--- config.mk ---
export PLATFORM = sky130hd
export DESIGN_NAME = seg7_display_ctrl_flat
export DESIGN_NICKNAME = d
export VERILOG_FILES = /design/src/rtl/seg7_wr_if.sv /design/src/rtl/seg7_display_ctrl.sv /design/src/flat_wrapper.sv
export SDC_FILE = /design/constraint.sdc
export NUM_CORES = 1
export LEC_CHECK = 0
export CAP_MARGIN = 20
export CORE_ASPECT_RATIO = 2
export CORE_UTILIZATION = 25
export CTS_CLUSTER_DIAMETER = 30
export DETAILED_ROUTE_END_ITERATION = 12
export SLEW_MARGIN = 10
export SYNTH_ARGS = -nofsm -noshare
export SYNTH_HDL_FRONTEND = slang
export SYNTH_SLANG_ARGS = --single-unit
--- constraint.sdc ---
create_clock -name clkIn -period 2 [get_ports clkIn]
set_input_delay 0.5 -clock clkIn [delete_from_list [all_inputs] [get_ports clkIn]]
set_output_delay 0.5 -clock clkIn [all_outputs]
set_load 0.05 [all_outputs]
--- src/rtl/seg7_wr_if.sv ---
// Write port bundle for the two requesters of seg7_display_ctrl.
// Each requester drives req/addr/data and sees a one-cycle ack when its write lands.
interface seg7_wr_if;
    logic       reqAIn;
    logic [1:0] addrAIn;
    logic [7:0] dataAIn;
    logic       ackAOut;
    logic       reqBIn;
    logic [1:0] addrBIn;
    logic [7:0] dataBIn;
    logic       ackBOut;

    modport master (
        output reqAIn, addrAIn, dataAIn, reqBIn, addrBIn, dataBIn,
        input  ackAOut, ackBOut
    );

    modport slave (
        input  reqAIn, addrAIn, dataAIn, reqBIn, addrBIn, dataBIn,
        output ackAOut, ackBOut
    );
endinterface

--- src/rtl/seg7_display_ctrl.sv ---
// 3-byte 7-segment display controller: lamp test after reset, then a dual-port
// round-robin register file with per-byte enable and blink.
module seg7_display_ctrl #(
    parameter int unsigned TICK_DIV    = 25000000,
    parameter int unsigned LAMP_CYCLES = 50000000
) (
    input  logic        clkIn,
    input  logic        nRstIn,
    seg7_wr_if.slave    wr,
    input  logic        lampTestReqIn,
    output logic        lampTestOut,
    output logic [2:0]  byteEnableOut,
    output logic [23:0] byteDataOut
);

    localparam int LAMP_W = $clog2(LAMP_CYCLES + 1);
    localparam int TICK_W = $clog2(TICK_DIV + 1);
    localparam logic [LAMP_W-1:0] LAMP_LAST = LAMP_W'(LAMP_CYCLES - 1);
    localparam logic [TICK_W-1:0] TICK_LAST = TICK_W'(TICK_DIV - 1);

    typedef enum logic {LAMP_TEST, RUN} state_t;
    typedef enum logic {RR_A, RR_B}     rr_t;

    state_t            state;
    rr_t               rr_ptr;
    logic [LAMP_W-1:0] lamp_cnt;
    logic [TICK_W-1:0] tick_cnt;
    logic              phase;
    logic              ack_a;
    logic              ack_b;
    logic [23:0]       data_reg;
    logic [2:0]        en_reg;
    logic [2:0]        blink_reg;

    logic       run_write;
    logic       elig_a;
    logic       elig_b;
    logic       grant_a;
    logic       grant_b;
    logic [1:0] wr_addr;
    logic [7:0] wr_data;

    // A requester whose ack is currently high has already been served for this request.
    assign elig_a    = wr.reqAIn & ~ack_a;
    assign elig_b    = wr.reqBIn & ~ack_b;
    assign run_write = (state == RUN) & ~lampTestReqIn;
    assign grant_a   = run_write & elig_a & (~elig_b | (rr_ptr == RR_A));
    assign grant_b   = run_write & elig_b & ~grant_a;
    assign wr_addr   = grant_a ? wr.addrAIn : wr.addrBIn;
    assign wr_data   = grant_a ? wr.dataAIn : wr.dataBIn;

    // NOTE: sequential state uses non-blocking assignments so every register
    // samples pre-edge values; blocking here would create ordering-dependent races.
    always_ff @(posedge clkIn or negedge nRstIn) begin
        if (!nRstIn) begin
            state     <= LAMP_TEST;
            rr_ptr    <= RR_A;
            lamp_cnt  <= '0;
            tick_cnt  <= '0;
            phase     <= 1'b0;
            ack_a     <= 1'b0;
            ack_b     <= 1'b0;
            data_reg  <= 24'h000000;
            en_reg    <= 3'b111;
            blink_reg <= 3'b000;
        end else begin
            case (state)
                LAMP_TEST: begin
                    ack_a    <= 1'b0;
                    ack_b    <= 1'b0;
                    tick_cnt <= '0;
                    phase    <= 1'b0;
                    if (lamp_cnt == LAMP_LAST) begin
                        state    <= RUN;
                        lamp_cnt <= '0;
                    end else begin
                        lamp_cnt <= lamp_cnt + 1'b1;
                    end
                end

                RUN: begin
                    if (lampTestReqIn) begin
                        // Lamp test pre-empts any write presented on the same edge.
                        state    <= LAMP_TEST;
                        lamp_cnt <= '0;
                        ack_a    <= 1'b0;
                        ack_b    <= 1'b0;
                        tick_cnt <= '0;
                        phase    <= 1'b0;
                    end else begin
                        ack_a <= grant_a;
                        ack_b <= grant_b;
                        if (grant_a)      rr_ptr <= RR_B;
                        else if (grant_b) rr_ptr <= RR_A;

                        if (grant_a || grant_b) begin
                            case (wr_addr)
                                2'd0: data_reg[7:0]   <= wr_data;
                                2'd1: data_reg[15:8]  <= wr_data;
                                2'd2: data_reg[23:16] <= wr_data;
                                default: begin
                                    en_reg    <= wr_data[2:0];
                                    blink_reg <= wr_data[5:3];
                                end
                            endcase
                        end

                        // Blink timebase free-runs in RUN; control writes leave it alone.
                        if (tick_cnt == TICK_LAST) begin
                            tick_cnt <= '0;
                            phase    <= ~phase;
                        end else begin
                            tick_cnt <= tick_cnt + 1'b1;
                        end
                    end
                end

                default: state <= LAMP_TEST;
            endcase
        end
    end

    assign wr.ackAOut    = ack_a;
    assign wr.ackBOut    = ack_b;
    assign lampTestOut   = (state == LAMP_TEST);
    assign byteEnableOut = (state == LAMP_TEST) ? 3'b111
                         : (en_reg & ~(blink_reg & {3{phase}}));
    assign byteDataOut   = (state == LAMP_TEST) ? 24'h888888 : data_reg;

endmodule

--- src/flat_wrapper.sv ---
// flat-port wrapper written by rule: the top's interface ports become plain ports
module seg7_display_ctrl_flat 
#(
    parameter int unsigned TICK_DIV    = 25000000,
    parameter int unsigned LAMP_CYCLES = 50000000
)
  (clkIn, nRstIn, lampTestReqIn, lampTestOut, byteEnableOut, byteDataOut, wr_reqAIn, wr_addrAIn, wr_dataAIn, wr_reqBIn, wr_addrBIn, wr_dataBIn, wr_ackAOut, wr_ackBOut);
  seg7_wr_if wr_i ();
  input  logic clkIn;
  input  logic nRstIn;
  input  logic lampTestReqIn;
  output logic lampTestOut;
  output logic [2:0] byteEnableOut;
  output logic [23:0] byteDataOut;
  input wire logic [$bits(wr_i.reqAIn)-1:0] wr_reqAIn;
  input wire logic [$bits(wr_i.addrAIn)-1:0] wr_addrAIn;
  input wire logic [$bits(wr_i.dataAIn)-1:0] wr_dataAIn;
  input wire logic [$bits(wr_i.reqBIn)-1:0] wr_reqBIn;
  input wire logic [$bits(wr_i.addrBIn)-1:0] wr_addrBIn;
  input wire logic [$bits(wr_i.dataBIn)-1:0] wr_dataBIn;
  output wire logic [$bits(wr_i.ackAOut)-1:0] wr_ackAOut;
  output wire logic [$bits(wr_i.ackBOut)-1:0] wr_ackBOut;
  assign wr_i.reqAIn = wr_reqAIn;
  assign wr_i.addrAIn = wr_addrAIn;
  assign wr_i.dataAIn = wr_dataAIn;
  assign wr_i.reqBIn = wr_reqBIn;
  assign wr_i.addrBIn = wr_addrBIn;
  assign wr_i.dataBIn = wr_dataBIn;
  assign wr_ackAOut = wr_i.ackAOut;
  assign wr_ackBOut = wr_i.ackBOut;
  seg7_display_ctrl #(.TICK_DIV(TICK_DIV), .LAMP_CYCLES(LAMP_CYCLES)) u_core (.clkIn(clkIn), .nRstIn(nRstIn), .wr(wr_i), .lampTestReqIn(lampTestReqIn), .lampTestOut(lampTestOut), .byteEnableOut(byteEnableOut), .byteDataOut(byteDataOut));
endmodule
After elaboration in Yosys (flattened, before gate mapping)
Cells that the tools add are included.

Output and inout port bits: 30. Register bits after elaboration: 86. Input port bits: 25.

Add/sub/neg operators: 2. Equality and inequality tests: 6. Reduce and logical (&&, ||, !) cells: 9. Bitwise gates (word level): 20. Mux-type cells: 22.

Operators by type and width (number): 26-bit two-way mux (2); 26-bit case mux with 2 select lines (1); 25-bit two-way mux (2); 25-bit case mux with 2 select lines (1); 26-bit by 1-bit adder with 26-bit output, second input constant (1); 26-bit equality test, second input constant (1); 25-bit by 1-bit adder with 25-bit output, second input constant (1); 25-bit equality test, second input constant (1); 24-bit two-way mux (1); 4-bit AND reduction (4); 1-bit NOT (9); 1-bit two-way mux (8); 8-bit two-way mux (1); 1-bit case mux with 2 select lines (4); 1-bit bitwise AND (7); 3-bit bitwise AND (2); 3-bit two-way mux (1); 3-bit inequality test, second input constant (1); 3-bit NOT (1); 3-bit AND reduction (1); 3-bit OR reduction (1); 2-bit by 1-bit equality test with 1-bit output, second input constant (1); 2-bit equality test, second input constant (1); 2-bit zero test (1); 5 further kinds (5).

Longest topological paths before layout
Word-level depth: 10. Mapped depth: 7.

Worst setup path before layout
Ideal clock, no wire load.

Path type: register -> register. Start: register u_core.lamp_cnt[0]. End: register u_core.lamp_cnt[17]. Library setup time: 119 ps. Setup slack: -90 ps. Cell stages (with the launch flop): 8. Required time: 1881 ps. Data arrival time: 1971 ps. Path through: dfrtp_1 > ha_1 > nand3_2 > or4_1 > nor4_2 > or2_4 > buf_12 > o21ai_2.

Word-level cells in the longest chain between the ends: 3.

RTL lines: from (decl) (RTL line seg7_display_ctrl.sv:26) `logic [LAMP_W-1:0] lamp_cnt;`; from (signal assigned) (RTL line seg7_display_ctrl.sv:77) `lamp_cnt <= lamp_cnt + 1'b1;`; 26-bit by 1-bit adder with 26-bit output / 26-bit equality test (equally long branches) (RTL line seg7_display_ctrl.sv:77, seg7_display_ctrl.sv:73); 26-bit two-way mux (*) (RTL line seg7_display_ctrl.sv:73) `if (lamp_cnt == LAMP_LAST) begin`; 26-bit case mux with 2 select lines (*) (RTL line seg7_display_ctrl.sv:67) `case (state)`.

Every way passes the cells marked *; elsewhere a longest branch is shown, timed or not. A chain may end at the register's enable or synchronous reset.

Worst setup path in the final report
Start: input port wr_reqAIn. End: register u_core.data_reg[5].

Word-level cells in the longest chain between the ends: 7.

RTL lines: from (decl) (RTL line flat_wrapper.sv:15) `input wire logic [$bits(wr_i.reqAIn)-1:0] wr_reqAIn;`; 1-bit bitwise AND (*) (RTL line seg7_display_ctrl.sv:44) `assign elig_a = wr.reqAIn & ~ack_a;`; 1-bit bitwise AND (*) (2 in a row) (RTL line seg7_display_ctrl.sv:47) `assign grant_a = run_write & elig_a & (~elig_b | (rr_ptr == RR_A));`; 1-bit NOT (RTL line seg7_display_ctrl.sv:48) `assign grant_b = run_write & elig_b & ~grant_a;`; 1-bit bitwise AND (RTL line seg7_display_ctrl.sv:48); 1-bit logical OR (RTL line seg7_display_ctrl.sv:96) `if (grant_a || grant_b) begin`; 4-bit AND reduction (no source line); to (signal assigned) (RTL line seg7_display_ctrl.sv:98) `2'd0: data_reg[7:0] <= wr_data;`; to (decl) (RTL line seg7_display_ctrl.sv:31) `logic [23:0] data_reg;`.

Marks and branches as above.

==> flow_metrics.tcl <==
set metrics [dict create \
    worstPathRequired_ps 2260 \
    insertion_delay_ps 340 \
    via_per_inst 4.726 \
    grt_max_degree 53 \
    power.total_mw 3.636 \
    place.port_buffers 54 \
    synth.distinct_cells 45 \
    finalSetupViolations 0 \
    slew_violations 0 \
    worstPathArrival_ps 2190 \
    hold_path_end "u_core.en_reg[0]" \
    cp-start-kind "primary input" \
    coreArea_um2 17270 \
    grt_use_total 0.1340 \
    synth-adder-area-share 0.005692 \
    yosysWarnings 0 \
    htreeDepth 3 \
    fin_ws_ps 72.71 \
    grt_pass1_wl_um 18600 \
    cts_buffers 9 \
    hold_violations 0 \
    crit_chain "clkdlybuf4s50_1, nand4bb_1, or4_4, a21boi_4, buf_12, nor2_1, a21oi_1" \
    cts.sinks 86 \
    largest_reg_flops 26 \
    die-area_um2 18150 \
    design_area_um2 6067 \
    regToRegSetupSlack_ps 110 \
    slowest_delay_ps 520 \
    finalCritPeriodShare 0.9636 \
    nNetsFinal 591 \
    yosysSeqAreaShare 0.4903 \
    fin_crit_ps 1927 \
    crit_buf_inv 2 \
    cts_tree "yes" \
    min_from "u_core.en_reg[0]" \
    die_h_um 189.5 \
    ir_drop_mv 0.4469 \
    synth-xor-area-share 0.09562 \
    avgSynthCellArea_um2 9.415 \
    dp_slack_ps -303.6 \
    dpl_cell_area_um2 5650 \
    wl_per_cell_um 14.41 \
    synth_nets 494 \
    status "completed" \
    power.density_nw_per_um2 599.3 \
    cts_root_buffer "clkbuf_16" \
    ys_ff_latch 86 \
    timing.rr.start "u_core.lamp_cnt[0]" \
    drive_gt1_frac 0.2197 \
    grt-ovfl-total 0 \
    r2r-end "u_core.lamp_cnt[13]" \
    gp_congestion 0.7998 \
    rsz0062_at_grt "true" \
    final_cell_mix "82 x dfrtp_1, 61 x nand2_1, 59 x buf_4" \
    syn_to_final_growth_pct 37.99 \
    synth_simple_gate_area_share 0.2610 \
    skew_ps 7.326 \
    syn-cell-area_um2 4397 \
    final_common_cell "dfrtp_1" \
    cp_slowest_cell "or4_4" \
    path_max_fanout 8 \
    setup.worst_path.class "in -> reg" \
    slew_headroom 0.7052 \
    leakage_nw 2.655 \
    crit_path_end_kind "register" \
    whs_path_depth 2 \
    ioPinCount 55 \
    antenna_found_initial 1 \
    drv_cap 0 \
    drc_errors 0 \
    grt_pass1_vias 3852 \
    row_count 68 \
    synth_cells 467 \
    start_util 0.2546 \
    r2r.worst_path.cells 6 \
    drtIter0Drc 163 \
    synth_top_family_by_area "simple AND/OR/NAND/NOR gates" \
    crit_family "simple AND/OR/NAND/NOR gates" \
    hold_class "reg -> reg" \
    routed_wl_um 11240 \
    tightest_slew_ps 429.9 \
    clk_pin_slew_worst_paths_ps 70 \
    muxShareOfSynthArea 0.03187 \
    dr_total_vias 3686 \
    firstDrtPassIters 4 \
    ant_nets 0 \
    timing.fmax_mhz 518.9 \
    final_core_util 0.3513 \
    synth_compound_area_frac 0.08054 \
    die_w_um 95.78 \
    clockBufferDepth 2 \
    dp_hpwl_um 8420 \
    fin_setup_tns_ps 0 \
]
worst max-delay path by stage:
| stage | startpoint | endpoint | slack [ps] | cells after the start |
|---|---|---|---|---|
| after floorplan | u_core.wr.ackBOut | u_core.data_reg[5] | 30 | 6 |
| final | wr_reqAIn | u_core.data_reg[5] | 70 | 7 |
| after global placement | lampTestReqIn | u_core.data_reg[18] | -270 | 7 |
| after global routing | wr_reqAIn | u_core.data_reg[5] | -30 | 7 |
| after CTS | u_core.lamp_cnt[1] | u_core.lamp_cnt[12] | 8 | 6 |
| after detailed placement | lampTestReqIn | u_core.data_reg[10] | -300 | 7 |
tightest hold or removal path, delay by kind of cell (launching register included):
| family | cells | cell delay, ps |
|---|---|---|
| mux | 1 | 60 |
| flops | 1 | 370 |
| buf+inv | 1 | 40 |
timing repair:
item / in CTS / in global routing
pin swaps: 1 / 3
endpoints found under the setup margin: 15 / 41
hold buffers: 1 / 0
cloned: 1 / 1
resized for setup: 2 / 9
buffers inserted: 0 / 3
hold endpoints to repair: 6 / 0
routing by layer:
| metal | vias up | track usage | part of all wire |
|---|---|---|---|
| li1 | 1777 | - | - |
| met1 | 1810 | 0.1315 | 0.35 |
| met2 | 71 | 0.2582 | 0.59 |
| met3 | 28 | 0.02318 | 0.025 |
| met4 | 0 | 0.06487 | 0.035 |
| met5 | - | 0 | 0 |
synthesized netlist by cell type:
cell       instances  area share
dfrtp_1           83        0.47
a31oi_1            1      0.0014
and4_1             4      0.0080
nor3_1             4      0.0046
dfstp_2            3       0.018
clkbuf_2           1      0.0011
xnor2_1           20       0.040
and3b_1            1      0.0020
o21ai_1            3      0.0034
o21ai_0           32       0.036
and3_2             1      0.0017
buf_1              1     0.00085
nor2b_1            3      0.0043
o21ai_2           10       0.020
a21oi_1           10       0.011
nor2_1            49       0.042
nand3_2            1      0.0023
ha_1               2      0.0057
buf_12             1      0.0046
and3_1             6      0.0085
or4_1              2      0.0034
or2_4              1      0.0020
a21boi_2           1      0.0026
nand4bb_1          1      0.0026
nand2_1           61       0.052
nand3_1           19       0.022
nand2b_1           9       0.013
inv_1             14       0.012
o31ai_1            1      0.0017
or3b_1             1      0.0020
mux2i_1           14       0.032
nand3b_1           9       0.015
nor4b_1            2      0.0040
buf_2              4      0.0046
nand4_1           14       0.020
nor4_1            11       0.016
and2_1            19       0.027
a21o_2             1      0.0020
o21a_1             1      0.0017
nor4_2             1      0.0028
clkbuf_1          14       0.012
and4bb_2           1      0.0028
or2_2              1      0.0014
xor2_1            28       0.056
nor4bb_1           1      0.0023
per-stage QoR:
stage / hold slack, ps / instances
2_1_floorplan: 204.4 / 467
3_3_place_gp: 326.8 / 757
3_5_place_dp: 330.8 / 757
4_1_cts: 477.1 / 775
5_1_grt: 509.5 / 780
6_report: 473.6 / 780
logic make-up after synthesis:
logic type	after synthesis
buffers and inverters	35
flip-flops	86
AO/OA/AOI/OAI	60
multiplexers	14
XOR/XNOR	48
adder cells (fa/ha/maj)	2
AND/OR/NAND/NOR	222
where the power goes:
group	switching, mW	internal (mW)
clock network	0.760	0.999
registers	0	1.74
logic	0.0675	0.0708
area by class of cell:
cell class	instances	area [um2]
antenna	1	2.502
clock buffer	9	225.2
clock inverter	7	87.58
fill	1719	11200
inverter	14	52.55
multi-input combinational	347	2128
sequential	86	2157
tap	210	262.8
timing repair buffer	106	1151
Power figures use the tool's default switching activity.
